===== src/rtl/ibuf_pkg.sv =====
// Shared definitions for the banked input-buffer read/write controllers.
// Address widths, FSM state type and buffer-geometry helper functions.
package ibuf_pkg;

   localparam int unsigned ROW_W = 8;
   localparam int unsigned COL_W = 28;

   localparam logic [1:0] CREDIT_MAX = 2'd2;

   typedef enum logic [1:0] {
      StIdle,
      StRead,
      StRel
   } ibuf_state_e;

   // Row length needed to cover POX outputs with a KSIZE window at the given stride.
   function automatic int unsigned calc_ral(int unsigned pox, int unsigned stride,
                                            int unsigned ksize);
      return (pox - 1) * stride + ksize;
   endfunction

   function automatic int unsigned calc_bufh(int unsigned stride);
      return 2 * stride;
   endfunction

   function automatic int unsigned calc_bufw(int unsigned burst);
      return burst;
   endfunction

endpackage


===== src/rtl/ibuf_credit_cnt.sv =====
// Saturating 0..2 credit counter for half-buffer hand-off between writer and reader.
// Simultaneous inc and dec leave the count unchanged.
module ibuf_credit_cnt
   import ibuf_pkg::*;
(
   input  logic       clk,
   input  logic       clr,
   input  logic       inc,
   input  logic       dec,
   output logic [1:0] count
);

   logic [1:0] count_q, count_d;

   always_comb begin
      count_d = count_q;
      if (inc && !dec) begin
         if (count_q != CREDIT_MAX) count_d = count_q + 2'd1;
      end else if (dec && !inc) begin
         if (count_q != 2'd0) count_d = count_q - 2'd1;
      end
   end

   always_ff @(posedge clk) begin
      if (clr) count_q <= '0;
      else     count_q <= count_d;
   end

   assign count = count_q;

endmodule


===== src/rtl/ibuf_reader.sv =====
// Read-side controller of the banked input buffer: walks one half-buffer per credit.
// Optional sticky overflow/underrun flag 'err' when IBUF_READER_CHECK_EN is defined.
module ibuf_reader
   import ibuf_pkg::*;
#(
   parameter int unsigned DW     = 32,
   parameter int unsigned STRIDE = 1,
   parameter int unsigned KSIZE  = 3,
   parameter int unsigned POX    = 16,
   parameter int unsigned POY    = 3,
   parameter int unsigned BURST  = 32
) (
   input  logic              clk,
   input  logic              rst,
   input  logic              data_load,
   input  logic              fill_done,
   input  logic              rd_req,
   output logic [ROW_W-1:0]  rrow,
   output logic [COL_W-1:0]  rcol,
   output logic              ren,
   input  logic [POY*DW-1:0] bank_rdata,
   output logic [POY*DW-1:0] odata,
   output logic              ovalid,
   output logic              half_release,
   output logic [1:0]        credit
`ifdef IBUF_READER_CHECK_EN
   ,
   output logic              err
`endif
);

   localparam int unsigned RAL  = calc_ral(POX, STRIDE, KSIZE);
   localparam int unsigned BUFH = calc_bufh(STRIDE);
   localparam int unsigned BUFW = calc_bufw(BURST);

   localparam logic [COL_W-1:0] COL_LAST  = COL_W'(RAL - 1);
   localparam logic [ROW_W-1:0] BIAS_LAST = ROW_W'(STRIDE - 1);
   localparam logic [ROW_W-1:0] BASE_LAST = ROW_W'(BUFH - STRIDE);
   localparam logic [ROW_W-1:0] STRIDE_R  = ROW_W'(STRIDE);

   if (RAL > BUFW) begin : g_bad_cfg
      $error("ibuf_reader: RAL exceeds physical buffer row length");
   end

   ibuf_state_e      state_q, state_d;
   logic             half_q, half_d;
   logic [ROW_W-1:0] row_base_q, row_base_d;
   logic [ROW_W-1:0] row_bias_q, row_bias_d;
   logic [COL_W-1:0] rcol_q, rcol_d;
   logic             ren_d1_q;
   logic             clr;

   // Dropping data_load aborts the layer exactly like a reset.
   assign clr = rst | ~data_load;

   ibuf_credit_cnt u_credit (
      .clk   (clk),
      .clr   (clr),
      .inc   (fill_done),
      .dec   (half_release),
      .count (credit)
   );

   always_comb begin
      state_d      = state_q;
      half_d       = half_q;
      row_base_d   = row_base_q;
      row_bias_d   = row_bias_q;
      rcol_d       = rcol_q;
      ren          = 1'b0;
      half_release = 1'b0;
      unique case (state_q)
         StIdle: begin
            if (credit != 2'd0) begin
               state_d    = StRead;
               row_base_d = half_q ? STRIDE_R : '0;
               row_bias_d = '0;
               rcol_d     = '0;
            end
         end
         StRead: begin
            ren = rd_req;
            if (rd_req) begin
               if (rcol_q == COL_LAST) begin
                  rcol_d = '0;
                  if (row_bias_q == BIAS_LAST) begin
                     row_bias_d = '0;
                     state_d    = StRel;
                  end else begin
                     row_bias_d = row_bias_q + ROW_W'(1);
                  end
               end else begin
                  rcol_d = rcol_q + COL_W'(1);
               end
            end
         end
         StRel: begin
            half_release = 1'b1;
            half_d       = ~half_q;
            row_base_d   = (row_base_q == BASE_LAST) ? '0 : row_base_q + STRIDE_R;
            state_d      = StIdle;
         end
         default: state_d = StIdle;
      endcase
   end

   always_ff @(posedge clk) begin
      if (clr) begin
         state_q    <= StIdle;
         half_q     <= 1'b0;
         row_base_q <= '0;
         row_bias_q <= '0;
         rcol_q     <= '0;
         ren_d1_q   <= 1'b0;
      end else begin
         state_q    <= state_d;
         half_q     <= half_d;
         row_base_q <= row_base_d;
         row_bias_q <= row_bias_d;
         rcol_q     <= rcol_d;
         ren_d1_q   <= ren;
      end
   end

   assign rrow = row_base_q + row_bias_q;
   assign rcol = rcol_q;

   // A beat already issued to the banks still lands when data_load drops; rst kills it.
   always_ff @(posedge clk) begin
      if (rst) begin
         odata  <= '0;
         ovalid <= 1'b0;
      end else if (!data_load) begin
         odata  <= ren_d1_q ? bank_rdata : '0;
         ovalid <= ren_d1_q;
      end else begin
         odata  <= bank_rdata;
         ovalid <= ren_d1_q;
      end
   end

`ifdef IBUF_READER_CHECK_EN
   logic overflow, underrun;

   assign overflow = fill_done & ~half_release & (credit == CREDIT_MAX);
   assign underrun = rd_req & (state_q == StIdle) & (credit == 2'd0);

   always_ff @(posedge clk) begin
      if (clr)                       err <= 1'b0;
      else if (overflow || underrun) err <= 1'b1;
   end
`endif

endmodule


===== config.mk =====
export PLATFORM = sky130hd
export DESIGN_NAME = ibuf_reader
export DESIGN_NICKNAME = d
export VERILOG_FILES = /design/src/rtl/ibuf_pkg.sv /design/src/rtl/ibuf_credit_cnt.sv /design/src/rtl/ibuf_reader.sv
export SDC_FILE = /design/constraint.sdc
export NUM_CORES = 1
export LEC_CHECK = 0
export CAP_MARGIN = 20
export CELL_PAD_IN_SITES_DETAIL_PLACEMENT = 1
export CELL_PAD_IN_SITES_GLOBAL_PLACEMENT = 2
export CORE_MARGIN = 5
export CORE_UTILIZATION = 26
export DETAILED_ROUTE_END_ITERATION = 12
export GPL_TIMING_DRIVEN = 1
export MAX_ROUTING_LAYER = met4
export PLACE_DENSITY = 0.82
export SETUP_SLACK_MARGIN = 0.02
export SKIP_LAST_GASP = 1
export SLEW_MARGIN = 5
export SYNTH_ARGS = -nofsm -noshare
export SYNTH_HDL_FRONTEND = slang
export SYNTH_SLANG_ARGS = --single-unit

===== constraint.sdc =====
create_clock -name clk -period 3.9 [get_ports clk]
set_input_delay 0.78 -clock clk [delete_from_list [all_inputs] [get_ports clk]]
set_output_delay 0.78 -clock clk [all_outputs]
set_load 0.02 [all_outputs]

==> results of run 1 <==
worst min path at each step:
| stage | start | to | slack [ns] | depth (start not counted) |
|---|---|---|---|---|
| floorplan | ren_d1_q | ovalid | 0.44 | 1 |
| global placement | ren_d1_q | ovalid | 0.50 | 1 |
| detailed placement | ren_d1_q | ovalid | 0.49 | 1 |
| CTS | ren_d1_q | ovalid | 0.49 | 1 |
| global route | ren_d1_q | ovalid | 0.51 | 1 |
| finish | ren_d1_q | ovalid | 0.48 | 1 |
logic make-up after synthesis:
| group | synth area share (%) |
|---|---|
| simple gates | 27.3 |
| flops | 55.1 |
| compound gates | 6.61 |
| xor+xnor | 5.08 |
| buf+inv | 2.48 |
| fa+ha+maj | 3.42 |
synthesized netlist by cell type (all sizes together), types with 2 or more instances:
cell type	count	area share, %
a21oi	20	1.9
or4	2	0.28
nand4	18	2.4
nand2	23	1.6
nor3	6	0.56
ha	13	3.0
o41ai	2	0.47
or4b	2	0.37
nand2b	3	0.35
clkbuf	9	0.63
or3	5	0.61
o21ai	16	1.6
xor2	22	3.6
nor4	9	1.3
and3	12	1.4
xnor2	9	1.5
nor2	49	3.5
inv	12	0.84
nor4b	4	0.66
and2	98	11
dfxtp	147	55
a211oi	4	0.56
a31oi	6	0.70
buf	9	1.0
nor2b	6	0.70
nand3	16	1.7
a21o	2	0.28
through the flow:
stage | hold WS [ns] | util, %
2_1_floorplan | 0.439 | -
3_3_place_gp | 0.500 | 39.6
3_5_place_dp | 0.491 | 39.6
4_1_cts | 0.495 | 42.4
5_1_grt | 0.506 | 42.4
6_report | 0.481 | 42.4
cell usage in the layout (no fill, tap or decap), types with 5 or more instances in the layout:
master           count
clkdlybuf4s50_1    237
dfxtp_1            147
and2_1              98
nor2_1              47
nand2_1             23
xor2_1              22
a21oi_1             19
nand4_1             17
clkbuf_16           17
o21ai_0             15
nand3_1             15
ha_1                13
inv_1               12
and3_1              11
xnor2_1              9
nor4_1               8
nor2b_1              6
a31oi_1              6
nor3_1               5
power groups by stage:
stage	Combinational (mW)	Clock, mW	Sequential, mW
5_1_grt	0.348	1.73	1.56
3_3_place_gp	0.324	0	1.59
2_1_floorplan	0.0666	0	1.65
3_5_place_dp	0.330	0	1.59
6_report	0.325	1.60	1.56
4_1_cts	0.331	1.65	1.56
sequential cells by signal (all words and copies together), names as in the netlist:
name / count
half_q: 1
odata: 96
ovalid: 1
rcol: 28
ren_d1_q: 1
row_base_q: 8
row_bias_q: 8
state_q: 2
u_credit.count: 2
timing repair:
action / in CTS / in global routing
hold buffers: 0 / 0
setup endpoints to repair: 0 / 1
resized for setup: 0 / 1
buffers inserted: 0 / 0
cell type report:
| class | instances | area share (%) |
|---|---|---|
| sequential | 147 | 34.3 |
| timing repair buffer | 241 | 28.0 |
| multi-input combinational | 357 | 26.6 |
| clock buffer | 19 | 5.16 |
| tap | 270 | 3.94 |
| clock inverter | 11 | 1.52 |
| inverter | 12 | 0.525 |
routing by layer:
metal	GRT usage [%]	part of all wire, %	wire [um]	vias up
li1	-	-	-	2282
met1	16.3	38	6930	2249
met2	27.6	52	9370	150
met3	6.73	8.2	1490	19
met4	4.33	1.5	274	0
met5	-	0	0	-
critical path: cells and delay by family, from the launching register on:
family	cells	cell delay (ns)
simple gates	3	0.66
buf+inv	1	0.61
flops	1	0.46
compound gates	2	0.37
fa+ha+maj	1	0.33
==> flow_summary.yaml, run 1 <==
power_and_ir_drop:
  p_clk_share_pct: 46.0
  leakage_nw: 3.21
  power.share.sequential_pct: 44.7
  ir_drop_uv: 285
  p_comb_share_pct: 9.3
  power.share.switching_pct: 23.0
  internal-power_mw: 2.69
  power_mw: 3.49
  power.density_cell_area_nw_per_um2: 407
  power.switching_mw: 0.801
logic_synthesis:
  synth_ff_type: "dfxtp_1"
  ys_types: 49
  syn_nets: 649
  netlist_instances: 534
  ys_ff_latch: 147
  ys_warn_count: 0
  synth_edf_count: 0
  synth_seq_area_share_pct: 55.1
  syn_area_um2: 5340
  syn_avg_cell_area_um2: 10.0
  ys_async_sr_fraction_pct: 0
cells_and_area:
  area_growth_pct: 60.6
  diodes: 0
  instances_no_fill: 1057
  fin_area_um2: 8580
  multi_input_area_um2: 2280
  drive_above_1_share_pct: 5.72
  regArea_um2: 2940
  nets: 891
  fillers: 2235
sta:
  finalHoldViolations: 0
  slew_viol_final: 0
  tns_ns: 0
  clock.fmax_mhz: 275
  rsz0062_at_grt: "no"
  setup_viol: 0
  fin_skew_ns: 0.0115
  tightest_slew_ns: 0.781
  fin_crit_sh_pct: 93.1
  fin_ws_ns: 0.268
  max_slew_margin_pct: 47.5
  min_period_ns: 3.63
die:
  start_util_pct: 26.4
  num_rows: 52
  die-area_um2: 23500
  coreArea_um2: 20200
  die_x_um: 153
  pin_count: 238
  die_y_um: 153
placement:
  gp_congestion: 0.771
  dp.cells: 1027
  preCtsSetupSlack_ns: 0.591
  io_buffers: 237
  placed_area_um2: 8010
  dpl.hpwl_um: 14200
cts:
  clock_sinks: 147
  ctsRootBufferMaster: "clkbuf_16"
  clk_pin_slew_ns: 0.06
  ctsLongestPathBuffers: 2
  htree_levels: 4
  clk_latency_ns: 0.42
  cts_made_buffers: 17
  cts_tree: "yes"
critical_path:
  critical_path.endpoint: "rrow[6]"
  cp_data_arrival_time_ns: 2.85
  crit_slowest_cell: "clkdlybuf4s50_1"
  crit_chain: "ha_1 > nor2b_1 > o21ai_0 > a21boi_1 > or4_1 > nand3_1 > clkdlybuf4s50_1"
  cp.required_ns: 3.12
  critPathLaunchType: "flip-flop"
  reg2regPathDepth: 7
  cp-end-kind: "output pin"
  crit_start: "row_bias_q[2]"
  r2r_start: "rcol[0]"
  crit_path_max_fanout: 8
  critPathMaxStageDelay_ns: 0.61
  r2r-end: "rcol[17]"
  reg2reg_slack_ns: 1.34
  crit_type: "flip-flop to output pin"
global_routing:
  grt_max_degree: 44
  first_global_vias: 5261
  grt_pass1_wl_um: 28600
  grtUsageTotal_pct: 15.8
  grt-ovfl-total: 0
  antenna_found_initial: 0
min_path:
  hp-class: "flip-flop to flip-flop"
routing:
  drt_iter0_markers: 149
  drc: 0
  ant_nets: 0
  routed_wl_um: 18100
  routed_via_density: 4.45
  num_vias: 4700
  drtPass1Iterations: 4
  wl_per_cell_um: 17.1
status:
  status: "finished clean"
run:
  maxCapViolCount: 0
Power figures use the tool's default switching activity.
==> run 2: changes to the inputs <==
--- a/config.mk
+++ b/config.mk
@@ -9,11 +9,11 @@
 export CELL_PAD_IN_SITES_DETAIL_PLACEMENT = 1
 export CELL_PAD_IN_SITES_GLOBAL_PLACEMENT = 2
 export CORE_MARGIN = 5
-export CORE_UTILIZATION = 26
+export CORE_UTILIZATION = 22
 export DETAILED_ROUTE_END_ITERATION = 12
 export GPL_TIMING_DRIVEN = 1
 export MAX_ROUTING_LAYER = met4
-export PLACE_DENSITY = 0.82
+export PLACE_DENSITY = 0.74
 export SETUP_SLACK_MARGIN = 0.02
 export SKIP_LAST_GASP = 1
 export SLEW_MARGIN = 5
==> constraint.sdc (replaced) <==
create_clock -name clk -period 2.9 [get_ports clk]
set_input_delay 0.58 -clock clk [delete_from_list [all_inputs] [get_ports clk]]
set_output_delay 0.58 -clock clk [all_outputs]
set_load 0.02 [all_outputs]
==> flow_summary.yaml, run 2 (synthesis gave the netlist of run 1 again) <==
sta:
  hold_slack_ns: 0.468
  setup_viol: 0
  rsz0062_at_grt: "no"
  min_period_ns: 2.77
  fin_crit_sh_pct: 95.4
  fin_skew_ns: 0.0170
  clock.fmax_mhz: 362
  tightest_slew_ns: 0.737
  slew_viol_final: 0
  finalHoldViolations: 0
  max_slew_margin_pct: 50.7
global_routing:
  antenna_found_initial: 0
  grt_pass1_wl_um: 27400
  grt-ovfl-total: 0
  grtUsageTotal_pct: 13.1
  first_global_vias: 4954
  grt_max_degree: 56
cells_and_area:
  nets: 903
  area_growth_pct: 64.4
  layout_commonest_cell: "clkdlybuf4s50_1"
  instances_no_fill: 1125
  fillers: 2794
  largest_reg_flops: 96
  mostFrequentLayoutCells: "232 x clkdlybuf4s50_1, 146 x dfxtp_1, 98 x and2_1, 46 x nor2_1, 23 x nand2_1"
  drive_above_1_share_pct: 8.61
  diodes: 0
  largest-register: "odata"
die:
  start_util_pct: 22.2
  die_y_um: 166
  num_rows: 57
  die_x_um: 166
  coreArea_um2: 24100
  die-area_um2: 27500
  pin_count: 238
routing:
  drtPass1Iterations: 4
  drc: 0
  wl_per_cell_um: 15.8
  drt_iter0_markers: 102
  num_vias: 4649
  routed_wl_um: 17800
  routed_via_density: 4.13
  ant_nets: 0
power_and_ir_drop:
  leakage_nw: 3.32
  power.density_cell_area_nw_per_um2: 538
  ir_drop_uv: 302
critical_path:
  crit_chain: "ha_1 > a21o_1 > a21oi_1 > xnor2_1 > clkdlybuf4s50_1"
  cp.required_ns: 2.32
  crit_path_max_fanout: 4
  crit_slowest_cell: "clkdlybuf4s50_1"
  critPathLaunchType: "flip-flop"
  crit_type: "flip-flop to output pin"
  crit_buf_inv: 1
  cp_top_family: "buffers and inverters"
  cp-end-kind: "output pin"
  critPathMaxStageDelay_ns: 0.63
  cp_data_arrival_time_ns: 2.19
cts:
  cts_made_buffers: 17
  ctsLongestPathBuffers: 2
  clk_pin_slew_ns: 0.06
  htree_levels: 4
  cts_tree: "yes"
  cts_setup_buffers: 0
  ctsRootBufferMaster: "clkbuf_16"
  clock_sinks: 147
  clk_latency_ns: 0.42
  hold_buffers: 0
placement:
  io_buffers: 237
  dp.cells: 1093
  gp_congestion: 0.753
  dpl.hpwl_um: 13700
run:
  maxCapViolCount: 0
status:
  status: "finished clean"
min_path:
  hp-class: "flip-flop to flip-flop"
==> run 2: cell types whose count changed in the layout (fill, tap and decap cells not counted), moves of 2 or more <==
| cell | previous run | this run |
|---|---|---|
| clkdlybuf4s50_1 | 237 | 232 |
| inv_6 | 3 | 5 |
| bufinv_16 | 2 | 0 |
| clkinvlp_4 | 4 | 1 |
| inv_8 | 0 | 5 |
| clkinv_8 | 0 | 3 |
| buf_4 | 4 | 17 |
| dlygate4sd2_1 | 0 | 3 |
==> run 2: worst reg2reg max path: stages, from the launching register on <==
cell	delay, ns
dfxtp_1	0.31
buf_4	0.14
inv_1	0.10
ha_1	0.15
or4b_2	0.58
nor4_1	0.49
nor2_1	0.29
nand4_1	0.16
o21ai_0	0.10
==> run 2: area by class of cell <==
class                           instances  area (um2)  area share (%)
Multi-Input combinational cell        357        2310            26.3
Tap cell                              324         405            4.62
Timing Repair Buffer                  253        2500            28.4
Clock buffer                           18         429            4.89
Sequential cell                       147        2940            33.5
Inverter                               12        45.0           0.513
Clock inverter                         14         156            1.78
==> run 2: timing repair <==
item / 4_1_cts / 5_1_grt
resized for setup: 11 / 13
setup endpoints to repair: 5 / 5
pin swaps: 0 / 4
==> run 2: stage by stage <==
step                      util, %  instance area, um2  power, mW  worst slack [ns]  TNS (ns)
after detailed placement     33.9                8180       2.59          -0.00109  -0.00109
after CTS                    36.3                8760       4.83            -0.156    -0.156
after global placement       33.9                8180       2.59            0.0364         0
after floorplan                 -                5340       2.30             0.568         0
after global routing         36.4                8780       4.96            0.0239         0
final                        36.4                8780       4.73             0.135         0
==> run 2: per-layer routing <==
metal | vias up | track usage, % | part of all wire [%] | wire (um)
li1 | 2314 | - | - | -
met1 | 2157 | 14.0 | 41 | 7250
met2 | 162 | 21.6 | 48 | 8540
met3 | 16 | 6.31 | 9.9 | 1750
met4 | 0 | 3.77 | 1.2 | 207
met5 | - | - | 0 | 0
==> run 2: final timing paths <==
kind	cells after the start	slack [ns]	to	start
worst max-delay path	5	0.13	rrow[3]	row_base_q[1]
worst min register to register	1	0.47	ovalid	ren_d1_q
worst min-delay path	1	0.47	ovalid	ren_d1_q
worst max register to register	8	0.44	row_bias_q[0]	row_bias_q[0]
==> run 2: power by group <==
group | total (mW) | leakage [nW] | internal, mW | switching (mW)
registers | 2.09 | 1.20 | 2.08 | 0.0187
logic | 0.444 | 1.84 | 0.255 | 0.189
clock network | 2.19 | 0.284 | 1.16 | 1.03
total | 4.73 | 3.32 | 3.49 | 1.23
==> run 3: changes to the inputs <==
--- a/config.mk
+++ b/config.mk
@@ -5,15 +5,16 @@
 export SDC_FILE = /design/constraint.sdc
 export NUM_CORES = 1
 export LEC_CHECK = 0
-export CAP_MARGIN = 20
 export CELL_PAD_IN_SITES_DETAIL_PLACEMENT = 1
 export CELL_PAD_IN_SITES_GLOBAL_PLACEMENT = 2
+export CORE_ASPECT_RATIO = 2
 export CORE_MARGIN = 5
 export CORE_UTILIZATION = 22
 export DETAILED_ROUTE_END_ITERATION = 12
 export GPL_TIMING_DRIVEN = 1
 export MAX_ROUTING_LAYER = met4
 export PLACE_DENSITY = 0.74
+export RECOVER_POWER = 50
 export SETUP_SLACK_MARGIN = 0.02
 export SKIP_LAST_GASP = 1
 export SLEW_MARGIN = 5
==> flow_summary.yaml, run 3 (synthesis gave the netlist of run 1 again) <==
status:
  status: "finished clean"
critical_path:
  crit_buf_inv: 1
  critPathMaxStageDelay_ns: 0.34
  cp-end-kind: "output pin"
  crit_slowest_cell: "dfxtp_2"
  cp.required_ns: 2.32
  critPathLaunchType: "flip-flop"
  crit_chain: "ha_1 > a21o_1 > a211oi_1 > nor2_1 > o41ai_2 > xnor2_1 > clkbuf_2"
  cp_top_family: "compound AO/OA/AOI/OAI gates"
  crit_path_max_fanout: 4
  crit_type: "flip-flop to output pin"
  cp_data_arrival_time_ns: 2.18
cells_and_area:
  nets: 908
  layout_commonest_cell: "clkdlybuf4s50_1"
  largest-register: "odata"
  largest_reg_flops: 96
  area_growth_pct: 63.6
  drive_above_1_share_pct: 8.68
  mostFrequentLayoutCells: "190 x clkdlybuf4s50_1, 146 x dfxtp_1, 72 x and2_1, 48 x nor2_1, 41 x dlygate4sd3_1"
  instances_no_fill: 1095
min_path:
  hp-class: "flip-flop to flip-flop"
die:
  die_y_um: 230
  pin_count: 238
  die-area_um2: 27700
  coreArea_um2: 23900
  die_x_um: 120
  num_rows: 80
  start_util_pct: 22.3
cts:
  clock_sinks: 147
  clk_latency_ns: 0.43
  ctsRootBufferMaster: "clkbuf_16"
  ctsLongestPathBuffers: 2
  htree_levels: 4
  cts_setup_buffers: 0
  clk_pin_slew_ns: 0.06
  cts_tree: "yes"
  cts_made_buffers: 17
sta:
  finalHoldViolations: 0
  fin_skew_ns: 0.00757
  fin_crit_sh_pct: 95.3
  rsz0062_at_grt: "yes"
  min_period_ns: 2.76
  setup_viol: 0
  tightest_slew_ns: 1.40
  clock.fmax_mhz: 362
  max_slew_margin_pct: 6.16
  tns_ns: 0
  slew_viol_final: 0
routing:
  wl_per_cell_um: 18.2
  drc: 0
  routed_wl_um: 19900
  drtPass1Iterations: 4
  drt_iter0_markers: 112
  ant_nets: 0
  routed_via_density: 4.38
  num_vias: 4794
global_routing:
  grt_max_degree: 75
  grt_pass1_wl_um: 29700
  first_global_vias: 5255
  antenna_found_initial: 2
  grt-ovfl-total: 0
  grtUsageTotal_pct: 15.0
power_and_ir_drop:
  ir_drop_uv: 464
  internal-power_mw: 3.57
  power.density_cell_area_nw_per_um2: 536
  p_clk_share_pct: 45.8
  p_comb_share_pct: 9.4
  power.share.sequential_pct: 44.8
  power.switching_mw: 1.11
  leakage_nw: 3.43
  power.share.switching_pct: 23.7
placement:
  gp_congestion: 0.844
  dp.cells: 1061
  dpl.hpwl_um: 16100
  io_buffers: 237
run:
  maxCapViolCount: 0
## run 3: cell count changes in the layout (fill, tap and decap cells not counted), sizes merged, moves of 2 or more
cell and delta:
clkinvlp +3, clkbuf +7, dlygate4sd3 +41, clkdlybuf4s50 -42
diode +2, buf +2, inv -8
## run 3: final cells by class
type | count | area [um2]
fill | 2672 | 15200
multi-input combinational | 357 | 2290
sequential | 147 | 2940
inverter | 12 | 45.0
antenna | 2 | 5.00
timing repair buffer | 258 | 2520
clock buffer | 21 | 470
tap | 287 | 359
clock inverter | 11 | 101
## run 3: final timing paths
kind / startpoint / endpoint / slack [ns] / depth (start not counted)
max: row_base_q[1] / rrow[7] / 0.14 / 7
min: ren_d1_q / ovalid / 0.47 / 1
max reg2reg: row_bias_q[0] / row_bias_q[4] / 0.30 / 8
min reg2reg: ren_d1_q / ovalid / 0.47 / 1
## run 3: what timing repair did
item	CTS	global route
resized for setup	11	10
endpoints found under the hold margin	0	0
pin swaps	1	0
cloned	0	0
hold buffers	0	0
endpoints found under the setup margin	5	5
## run 3: through the flow
stage / power (mW) / util (%) / area, um2 / worst slack, ns / hold slack (ns)
2_1_floorplan: 2.30 / - / 5340 / 0.568 / 0.439
3_3_place_gp: 2.59 / 34.1 / 8170 / 0.0220 / 0.475
3_5_place_dp: 2.60 / 34.1 / 8170 / 0.0157 / 0.473
4_1_cts: 4.78 / 36.5 / 8740 / -0.0958 / 0.482
5_1_grt: 4.88 / 36.5 / 8740 / 0.00342 / 0.494
6_report: 4.68 / 36.5 / 8740 / 0.137 / 0.473
## run 3: per-layer routing
layer  vias up  wire length (um)  track usage [%]
met1      2293              6170             11.7
met2       158             11600             29.0
li1       2318                 -                -
met3        25              1560             6.25
met5         -                 0                -
met4         0               653             7.31
## run 3: power by group through the flow
| stage | registers (mW) | clock network, mW | logic [mW] |
|---|---|---|---|
| floorplan | 2.21 | 0 | 0.0896 |
| global placement | 2.14 | 0 | 0.454 |
| detailed placement | 2.14 | 0 | 0.457 |
| CTS | 2.10 | 2.22 | 0.459 |
| global route | 2.10 | 2.31 | 0.467 |
| finish | 2.10 | 2.14 | 0.439 |
